## src/rtl/fifo_read_ptr_sync_ctrl_pkg.sv

```systemverilog
// Shared FIFO pointer helpers: gray/binary conversion and the default pointer width.
// Both FIFO controllers import this so they use the same pointer encoding.
package fifo_read_ptr_sync_ctrl_pkg;

    localparam int DEFAULT_FIFO_PTR_BITS_CNT = 9;

    // Conversions work on a fixed wide word; callers zero-extend and truncate.
    localparam int GRAY_FN_W = 32;

    function automatic logic [GRAY_FN_W-1:0] bin_to_gray(input logic [GRAY_FN_W-1:0] bin);
        return bin ^ (bin >> 1);
    endfunction

    function automatic logic [GRAY_FN_W-1:0] gray_to_bin(input logic [GRAY_FN_W-1:0] gray);
        logic [GRAY_FN_W-1:0] bin;
        bin[GRAY_FN_W-1] = gray[GRAY_FN_W-1];
        for (int i = GRAY_FN_W - 2; i >= 0; i--) begin
            bin[i] = bin[i+1] ^ gray[i];
        end
        return bin;
    endfunction

endpackage

```

## src/rtl/cdc_gray_sync.sv

```systemverilog
// Multi-flop synchroniser for a gray-coded pointer crossing into this clock domain.
module cdc_gray_sync #(
    parameter int WIDTH  = 10,
    parameter int STAGES = 2
) (
    input  logic             clk,
    input  logic             rst,
    input  logic [WIDTH-1:0] d,
    output logic [WIDTH-1:0] q
);

    // Placement tools keep these flops adjacent to maximise metastability settling time.
    (* ASYNC_REG = "TRUE" *) logic [STAGES-1:0][WIDTH-1:0] sync_ff;

    always_ff @(posedge clk) begin
        if (rst) begin
            sync_ff <= '0;
        end else begin
            sync_ff <= {sync_ff[STAGES-2:0], d};
        end
    end

    assign q = sync_ff[STAGES-1];

endmodule

```

## src/rtl/fifo_read_ptr_sync_ctrl.sv

```systemverilog
// Read-side FIFO pointer controller: synchronises the write pointer, tracks the tail,
// drives lookahead BRAM addressing and reports level/almost-empty/error flags.
module fifo_read_ptr_sync_ctrl
    import fifo_read_ptr_sync_ctrl_pkg::*;
#(
    parameter int INT_FIFO_PTR_BITS_CNT   = DEFAULT_FIFO_PTR_BITS_CNT,
    parameter int INT_SYNC_STAGES         = 2,
    parameter int INT_ALMOST_EMPTY_THRESH = 4
) (
    input  logic                             rd_clk,
    input  logic                             rd_rst,
    input  logic [INT_FIFO_PTR_BITS_CNT:0]   i_wr_grayptr,
    input  logic                             i_dready,
    output logic                             o_valid,
    output logic                             o_rd_en,
    output logic [INT_FIFO_PTR_BITS_CNT-1:0] o_rd_intptr,
    output logic [INT_FIFO_PTR_BITS_CNT:0]   o_rd_grayptr,
    output logic [INT_FIFO_PTR_BITS_CNT:0]   o_level,
    output logic                             o_almost_empty,
    output logic                             o_underflow,
    output logic                             o_ptr_err
);

    localparam int P = INT_FIFO_PTR_BITS_CNT;
    localparam int W = INT_FIFO_PTR_BITS_CNT + 1;
    localparam logic [W-1:0] DEPTH  = {1'b1, {P{1'b0}}};
    localparam logic [W-1:0] THRESH = W'(INT_ALMOST_EMPTY_THRESH);

    logic [W-1:0] wr_gray_sync;
    logic [W-1:0] wr_bin;
    logic [W-1:0] tail;
    logic [W-1:0] tail_next;
    logic [W-1:0] diff;
    logic [W-1:0] level_next;
    logic         pop;
    logic         over;

    cdc_gray_sync #(
        .WIDTH (W),
        .STAGES(INT_SYNC_STAGES)
    ) u_wr_ptr_sync (
        .clk(rd_clk),
        .rst(rd_rst),
        .d  (i_wr_grayptr),
        .q  (wr_gray_sync)
    );

    // Address runs one pop ahead so the BRAM's one-cycle latency lines up with o_valid.
    always_comb begin
        wr_bin      = W'(gray_to_bin(GRAY_FN_W'(wr_gray_sync)));
        pop         = o_valid & i_dready;
        tail_next   = tail + W'(pop);
        o_rd_intptr = tail_next[P-1:0];
        diff        = wr_bin - tail_next;
        over        = (diff > DEPTH);
        level_next  = over ? DEPTH : diff;
    end

    assign o_rd_en = ~rd_rst;

    always_ff @(posedge rd_clk) begin
        if (rd_rst) begin
            tail           <= '0;
            o_valid        <= 1'b0;
            o_rd_grayptr   <= '0;
            o_level        <= '0;
            o_almost_empty <= 1'b1;
            o_underflow    <= 1'b0;
            o_ptr_err      <= 1'b0;
        end else begin
            tail           <= tail_next;
            o_valid        <= (wr_bin != tail_next);
            o_rd_grayptr   <= W'(bin_to_gray(GRAY_FN_W'(tail_next)));
            o_level        <= level_next;
            o_almost_empty <= (level_next <= THRESH);
            if (i_dready && !o_valid) begin
                o_underflow <= 1'b1;
            end
            if (over) begin
                o_ptr_err <= 1'b1;
            end
        end
    end

endmodule

```

## config.mk

```make
export PLATFORM = sky130hd
export DESIGN_NAME = fifo_read_ptr_sync_ctrl
export DESIGN_NICKNAME = d
export VERILOG_FILES = /design/src/rtl/fifo_read_ptr_sync_ctrl_pkg.sv /design/src/rtl/cdc_gray_sync.sv /design/src/rtl/fifo_read_ptr_sync_ctrl.sv
export SDC_FILE = /design/constraint.sdc
export NUM_CORES = 1
export LEC_CHECK = 0
export ABC_CLOCK_PERIOD_IN_PS = 8970
export CORE_AREA = 4 4 73 75
export DETAILED_ROUTE_END_ITERATION = 10
export DIE_AREA = 0 0 77 79
export PLACE_DENSITY_LB_ADDON = 0.15
export SLEW_MARGIN = 5
export SYNTH_ARGS = -nofsm -noshare
export SYNTH_HDL_FRONTEND = slang
export SYNTH_HIERARCHICAL = 1
export SYNTH_SLANG_ARGS = --single-unit
```

## constraint.sdc

```tcl
create_clock -name rd_clk -period 8.97 [get_ports rd_clk]
set_input_delay 2.691 -clock rd_clk [delete_from_list [all_inputs] [get_ports rd_clk]]
set_output_delay 2.691 -clock rd_clk [all_outputs]
set_load 0.01 [all_outputs]
```

After elaboration in Yosys (flattened, before gate mapping)
Index checks and enable logic that the tools add are counted.
Widths: inputs -> output; s select.
{ "op_classes": {"magnitude_cmp": 2, "reduce_logical": 2, "bitwise": 12, "n_mux": 1, "n_addsub": 2, "n_eq_ne": 1} }
{ "ops": {"columns": ["op", "n"], "rows": [
  ["$add 10x1->10", 1],
  ["$gt 10x10->1 const B", 1],
  ["$le 10x3->1 const B", 1],
  ["$mux 10", 1],
  ["$ne 10x10->1", 1],
  ["$sub 10x10->10", 1],
  ["$xor 10x9->10", 1],
  ["$xor 1x1->1", 9],
  ["$and 1x1->1", 1],
  ["$logic_and 1x1->1", 1],
  ["$logic_not 1->1", 1],
  ["$not 1->1", 1]
]} }
{ "totals": {"inputBits": 13, "wordCells": 29, "output_inout_bits": 34, "regBits": 54} }

Longest topological paths before layout
Gate-level depths: netlist of the first run.
{ "depth": {"ltp_word": 13, "ltp_mapped": 18, "mapped_depth_nobuf": 17} }

Hierarchy
Netlist of the first run, hierarchy kept.
{ "modules_own_cells": {"columns": ["module", "cells_each", "instances", "area_per_inst_um2"], "rows": [
  ["fifo_read_ptr_sync_ctrl", 208, 1, 1826.8],
  ["cdc_gray_sync", 52, 1, 693.2]
]} }

Worst setup path before layout of the first run
No wires, ideal clock.
{ "synth_path": {"path_type": "input to output", "from": "input port i_dready", "to": "output port o_rd_intptr[6]", "arrival_ns": 4.039, "cell_stages": 8, "setup_slack_ns": 2.240, "cell_sequence": "and2_1 -> ha_1 -> ha_1 -> and3_1 -> nand3_1 -> xor2_1 -> inv_1 -> buf_4"} }
{ "synth_via": {"elab_chain_len": 2} }
{ "synth_rtl": {"columns": ["element", "line_no", "text"], "rows": [
  ["start: declaration", "fifo_read_ptr_sync_ctrl.sv:13", "input logic i_dready,"],
  ["$and 1x1->1", "fifo_read_ptr_sync_ctrl.sv:51", "pop = o_valid & i_dready;"],
  ["$add 10x1->10", "fifo_read_ptr_sync_ctrl.sv:52", "tail_next = tail + W'(pop);"],
  ["end: declaration", "fifo_read_ptr_sync_ctrl.sv:16", "output logic [INT_FIFO_PTR_BITS_CNT-1:0] o_rd_intptr,"]
]} }
Every way passes these cells.

Final worst setup path of the first run
Same ends and word-level chain as after synthesis.

==> results of run 1 <==
worst paths after layout:
check | to | startpoint | slack [ps] | depth (start not counted)
worst min-delay path | u_wr_ptr_sync/q[4] | u_wr_ptr_sync/sync_ff[4] | 440 | 1
worst max register to register | o_level[5] | u_wr_ptr_sync/q[9] | 4680 | 17
worst min register to register | u_wr_ptr_sync/q[4] | u_wr_ptr_sync/sync_ff[4] | 440 | 1
worst max-delay path | o_rd_intptr[6] | i_dready | 1280 | 9
cells in the mapped netlist (all sizes together):
master  instances  share of area (%)
nand2b          2               0.50
o22a            1               0.35
nor2b          22                8.2
a21o            1               0.30
or2             1               0.25
inv            20                3.0
xnor2          20                7.2
nor2           30                4.5
a21oi           8                1.6
buf            22                6.9
o31a            1               0.35
a211oi          3               0.89
nand3           5               0.99
ha             12                6.0
o21ai           4               0.79
mux2i           1               0.40
o21ba           1               0.40
fa              1               0.79
nor4            1               0.50
dfxtp          53                 42
clkbuf          5               0.74
o21a            1               0.30
nand3b          1               0.30
nor3b           1               0.30
nand4           2               0.50
and2            2               0.50
and3            2               0.50
o221ai          1               0.35
xor2           15                6.4
a21boi          1               0.30
a211o           2               0.70
nand2           9                1.3
nor3            8                1.6
o22ai           1               0.25
worst max-delay path, cell delays in order:
cell and delay, ps:
clkdlybuf4s50_1 420, and2_1 150, ha_1 200, ha_1 220, and3_1 220, nand3_1 100
xor2_1 440, inv_1 80, clkdlybuf4s50_1 490
routing by layer:
metal / share of wire [%] / wire (um) / vias up
met5: 0 / 0 / -
met4: 1.8 / 74 / 0
met3: 5.7 / 232 / 6
met2: 48 / 1960 / 49
met1: 44 / 1800 / 775
li1: - / - / 859
placed cells by master, fill, tap and decap left out, types with 3 or more instances in the layout:
master	instances
a21oi_1	8
xnor2_1	19
a211oi_1	3
inv_1	20
nand3_1	5
nor2_1	30
clkbuf_8	6
nor2b_4	4
nor2b_2	16
xor2_1	11
o21ai_0	4
nor3_1	8
xor2_2	4
ha_1	12
dfxtp_1	53
clkdlybuf4s50_1	45
nand2_1	9
cell type report:
| type | count | area (um2) | share of cell area (%) |
|---|---|---|---|
| Clock buffer | 7 | 86.3 | 2.93 |
| Tap cell | 54 | 67.6 | 2.29 |
| Timing Repair Buffer | 47 | 463 | 15.7 |
| Multi-Input combinational cell | 160 | 1190 | 40.5 |
| Sequential cell | 53 | 1060 | 36.0 |
| Inverter | 20 | 75.1 | 2.55 |
cells by family after synthesis:
| family | Yosys count | synth area share [%] |
|---|---|---|
| AO/OA/AOI/OAI | 25 | 6.55 |
| XOR/XNOR | 35 | 13.7 |
| adder cells (fa/ha/maj) | 13 | 6.75 |
| buffers and inverters | 47 | 10.6 |
| flip-flops | 53 | 42.1 |
| multiplexers | 1 | 0.397 |
| AND/OR/NAND/NOR | 86 | 20.0 |
stage by stage:
stage | worst slack [ps] | util (%)
floorplan | 2240 | -
global placement | 1280 | 61.3
detailed placement | 1250 | 61.3
CTS | 1250 | 63.2
global route | 1040 | 63.2
finish | 1280 | 63.2
report_power, final:
group | total, mW | internal [mW] | switching [mW]
sequential | 0.259 | 0.254 | 0.00555
combinational | 0.190 | 0.0909 | 0.0992
clock | 0.130 | 0.0613 | 0.0685
total | 0.579 | 0.406 | 0.173
flip-flops by register name (all words and copies together), names as in the netlist:
signal / flops
o_ptr_err: 1
o_almost_empty: 1
o_underflow: 1
tail: 9
o_level: 10
o_rd_grayptr: 10
u_wr_ptr_sync/sync_ff: 10
o_valid: 1
u_wr_ptr_sync/q: 10
==> impl_metrics.tcl, run 1 <==
set metrics [dict create \
    outcome "complete, no violations" \
    cts_tree "done" \
    dp_cells 334 \
    drc 0 \
    io_pins 47 \
    rsz0062_at_grt "no" \
    stdcell_area_um2 2950 \
    dr.first_iter.drc_count 102 \
    period_needed_ps 7690 \
    synthesis.area_um2 2520 \
    power_density_nw_per_um2 197 \
    grt_use_met2_pct 23.1 \
    post_cts_buffers 0 \
    hold_violations 0 \
    critPathArrivalTime_ps 5000 \
    finalSetupViolCount 0 \
    core_area_um2 4660 \
    post-dp-hpwl_um 3070 \
    use_met1_pct 17.8 \
    timing.hold.ws_ps 438 \
    row_count 25 \
    area_growth_pct 16.9 \
    synth_cell_types 39 \
    wl_per_cell_um 11.9 \
    die_h_um 79 \
    antenna_found_initial 0 \
    ir_worst_vdd_v 0.000131 \
    yosysSeqAreaShare_pct 42.1 \
    clk_latency_ps 290 \
    synthCells 260 \
    htree_num_levels 2 \
    antenna_cells 0 \
    placed_cell_area_um2 2860 \
    hp-class "flip-flop to flip-flop" \
    worstSetupPathType "input pin to output pin" \
    leakage_nw 1.24 \
    ant_nets 0 \
    grt_max_degree 47 \
    clkTransAtPathRegs_ps 80 \
    cp-end-kind "output pin" \
    fin_tns_setup_ps 0 \
    firstDrtPassIters 4 \
    syn_avg_cell_area_um2 9.69 \
    worstMarginPinSlew_ps 611 \
    fp.dieW_um 77 \
    grt_pass1_wl_um 6910 \
    startpoint_type "input pin" \
    nets 313 \
    busiest_layer "met2" \
    post_cts_resized 0 \
    syn-num-nets 286 \
    cts.path.max_buffers 2 \
    stdcell_count 341 \
    cts-root-buf "clkbuf_8" \
    grt.overflow.total 0 \
    total_power_uw 579 \
    io_buffer_count 46 \
    drive_gt1_share_pct 12.2 \
    die_area_um2 6080 \
    fill_cells 422 \
    vias 1689 \
    cts_sinks 53 \
    ys_seq_elements 53 \
    max_cap_viol_count 0 \
    grt_usage_pct 13.8 \
    period_share_pct 85.8 \
    hold_buffers 0 \
    ys_warn_count 6 \
    grt_pass1_vias 1544 \
    cp_data_required_time_ps 6280 \
    grtUsageMet3_pct 2.61 \
    slew_headroom_pct 59.3 \
    cts_buffers 5 \
    initial_core_util_pct 54.1 \
    wl_um 4060 \
    drv_slew 0 \
    skew_ps 3.87 \
    crit_fanout 5 \
    place_congestion 0.773 \
    fmaxAchievable_ghz 0.130 \
    via_per_inst 4.95 \
]
Note: power is estimated with default switching activity, not from simulation.
==> run 2, diff against run 1 <==
==> constraint.sdc (replaced) <==
create_clock -name rd_clk -period 8.97 [get_ports rd_clk]
set_input_delay 1.794 -clock rd_clk [delete_from_list [all_inputs] [get_ports rd_clk]]
set_output_delay 1.794 -clock rd_clk [all_outputs]
set_load 0.01 [all_outputs]
==> run 2 against run 1 <==
Die area did not move. First-iteration DRC count shrank 44%. Count of clock-buffer cells in the layout stayed put. Utilization is the same. Routed wire length fell by 2.1%. Clock power about the same. Sequential share of layout area unchanged. Sequential power is essentially flat. Sequential cell count did not move. Critical path type unchanged.
==> impl_metrics.tcl, run 2 (same netlist as run 1, synthesis figures left out) <==
set metrics [dict create \
    outcome "complete, no violations" \
    ir_worst_vdd_v 0.0000904 \
    fill_cells 428 \
    dr.first_iter.drc_count 57 \
    io_buffer_count 46 \
    grt_pass1_vias 1550 \
    ant_nets 0 \
    grtUsageMet3_pct 3.51 \
    grt_pass1_wl_um 6890 \
    finalSetupViolCount 0 \
    wl_um 3980 \
    hp-class "flip-flop to flip-flop" \
    reg2reg_to "o_level[5]" \
    antenna_cells 0 \
    drc 0 \
    cp-end-kind "output pin" \
    post-dp-hpwl_um 3070 \
    via_per_inst 4.86 \
    cts_sinks 53 \
    drive_gt1_share_pct 12.2 \
    period_share_pct 65.8 \
    core_area_um2 4660 \
    regArea_um2 1060 \
    cts.path.max_buffers 2 \
    max_cap_viol_count 0 \
    fp.dieW_um 77 \
    leakage_nw 1.24 \
    place_congestion 0.771 \
    multi_input_area_um2 1190 \
    nets 313 \
    fmaxAchievable_ghz 0.169 \
    grt_use_met2_pct 24.0 \
    die_area_um2 6080 \
    fin_ws_ps 3060 \
    crit_fanout 5 \
    row_count 25 \
    r2r_start "u_wr_ptr_sync/q[9]" \
    post_cts_resized 0 \
    cts_tree "done" \
    power_density_nw_per_um2 197 \
    area_growth_pct 16.9 \
    cts_buffers 5 \
    r2r_slack_ps 4700 \
    vias 1657 \
    rsz0062_at_grt "no" \
    skew_ps 3.39 \
    grt_usage_pct 14.1 \
    grt_max_degree 47 \
    busiest_layer "met2" \
    slew_headroom_pct 59.6 \
    drv_slew 0 \
    use_met1_pct 17.1 \
    final_cell_mix "dfxtp_1 (53), clkdlybuf4s50_1 (45), nor2_1 (30), inv_1 (20), xnor2_1 (19)" \
    grt.overflow.total 0 \
    clkTransAtPathRegs_ps 80 \
    cts-root-buf "clkbuf_8" \
    startpoint_type "input pin" \
    initial_core_util_pct 54.1 \
    total_power_uw 579 \
    wl_per_cell_um 11.7 \
    fin_tns_setup_ps 0 \
    antenna_found_initial 0 \
    io_pins 47 \
    final_core_util_pct 63.2 \
    cp_data_required_time_ps 7180 \
    crit_end "o_rd_intptr[6]" \
    htree_num_levels 2 \
    die_h_um 79 \
    hold_violations 0 \
    period_needed_ps 5910 \
    pre_cts_slack_ps 3050 \
    reg2reg_depth 17 \
    post_cts_buffers 0 \
    firstDrtPassIters 4 \
    cp-startpoint "i_dready" \
    critPathArrivalTime_ps 4110 \
    stdcell_count 341 \
    worstMarginPinSlew_ps 607 \
    clk_latency_ps 290 \
    dp_cells 334 \
    worstSetupPathType "input pin to output pin" \
    hold_buffers 0 \
    final_common_cell "dfxtp_1" \
]
-- run 2: per-stage QoR --
step           cell area, um2  hold WS, ps
2_1_floorplan            2520          415
3_3_place_gp             2860          418
3_5_place_dp             2860          424
4_1_cts                  2950          441
5_1_grt                  2950          472
6_report                 2950          436
-- run 2: report_power, final --
group          total [mW]  internal, mW  switching (mW)
clock               0.130        0.0613          0.0683
combinational       0.190        0.0910          0.0989
sequential          0.259         0.254         0.00551
total               0.579         0.406           0.173
-- run 2: worst min path at each step --
stage | start | to | slack, ps | cells past startpoint
2_1_floorplan | u_wr_ptr_sync/sync_ff[0] | u_wr_ptr_sync/q[0] | 410 | 1
3_3_place_gp | u_wr_ptr_sync/sync_ff[3] | u_wr_ptr_sync/q[3] | 420 | 1
3_5_place_dp | u_wr_ptr_sync/sync_ff[4] | u_wr_ptr_sync/q[4] | 420 | 1
4_1_cts | u_wr_ptr_sync/sync_ff[4] | u_wr_ptr_sync/q[4] | 440 | 1
5_1_grt | u_wr_ptr_sync/sync_ff[7] | u_wr_ptr_sync/q[7] | 470 | 1
6_report | u_wr_ptr_sync/sync_ff[4] | u_wr_ptr_sync/q[4] | 440 | 1
-- run 2: layout make-up --
cell class              count  area share (%)
repair buffers             47            15.7
inverters                  20            2.55
clock buffers               7            2.93
flip-flops and latches     53            36.0
multi-input cells         160            40.5
well taps                  54            2.29
-- run 2: layer usage --
metal	share of wire [%]	up-vias
li1	-	861
met1	45	748
met2	48	39
met3	5.0	9
met4	1.8	0
met5	0	-
-- run 2: worst max-delay path, cell delays in order --
cell and delay [ps]:
clkdlybuf4s50_1 420, and2_1 150, ha_1 200, ha_1 220, and3_1 210, nand3_1 100
xor2_1 440, inv_1 80, clkdlybuf4s50_1 490
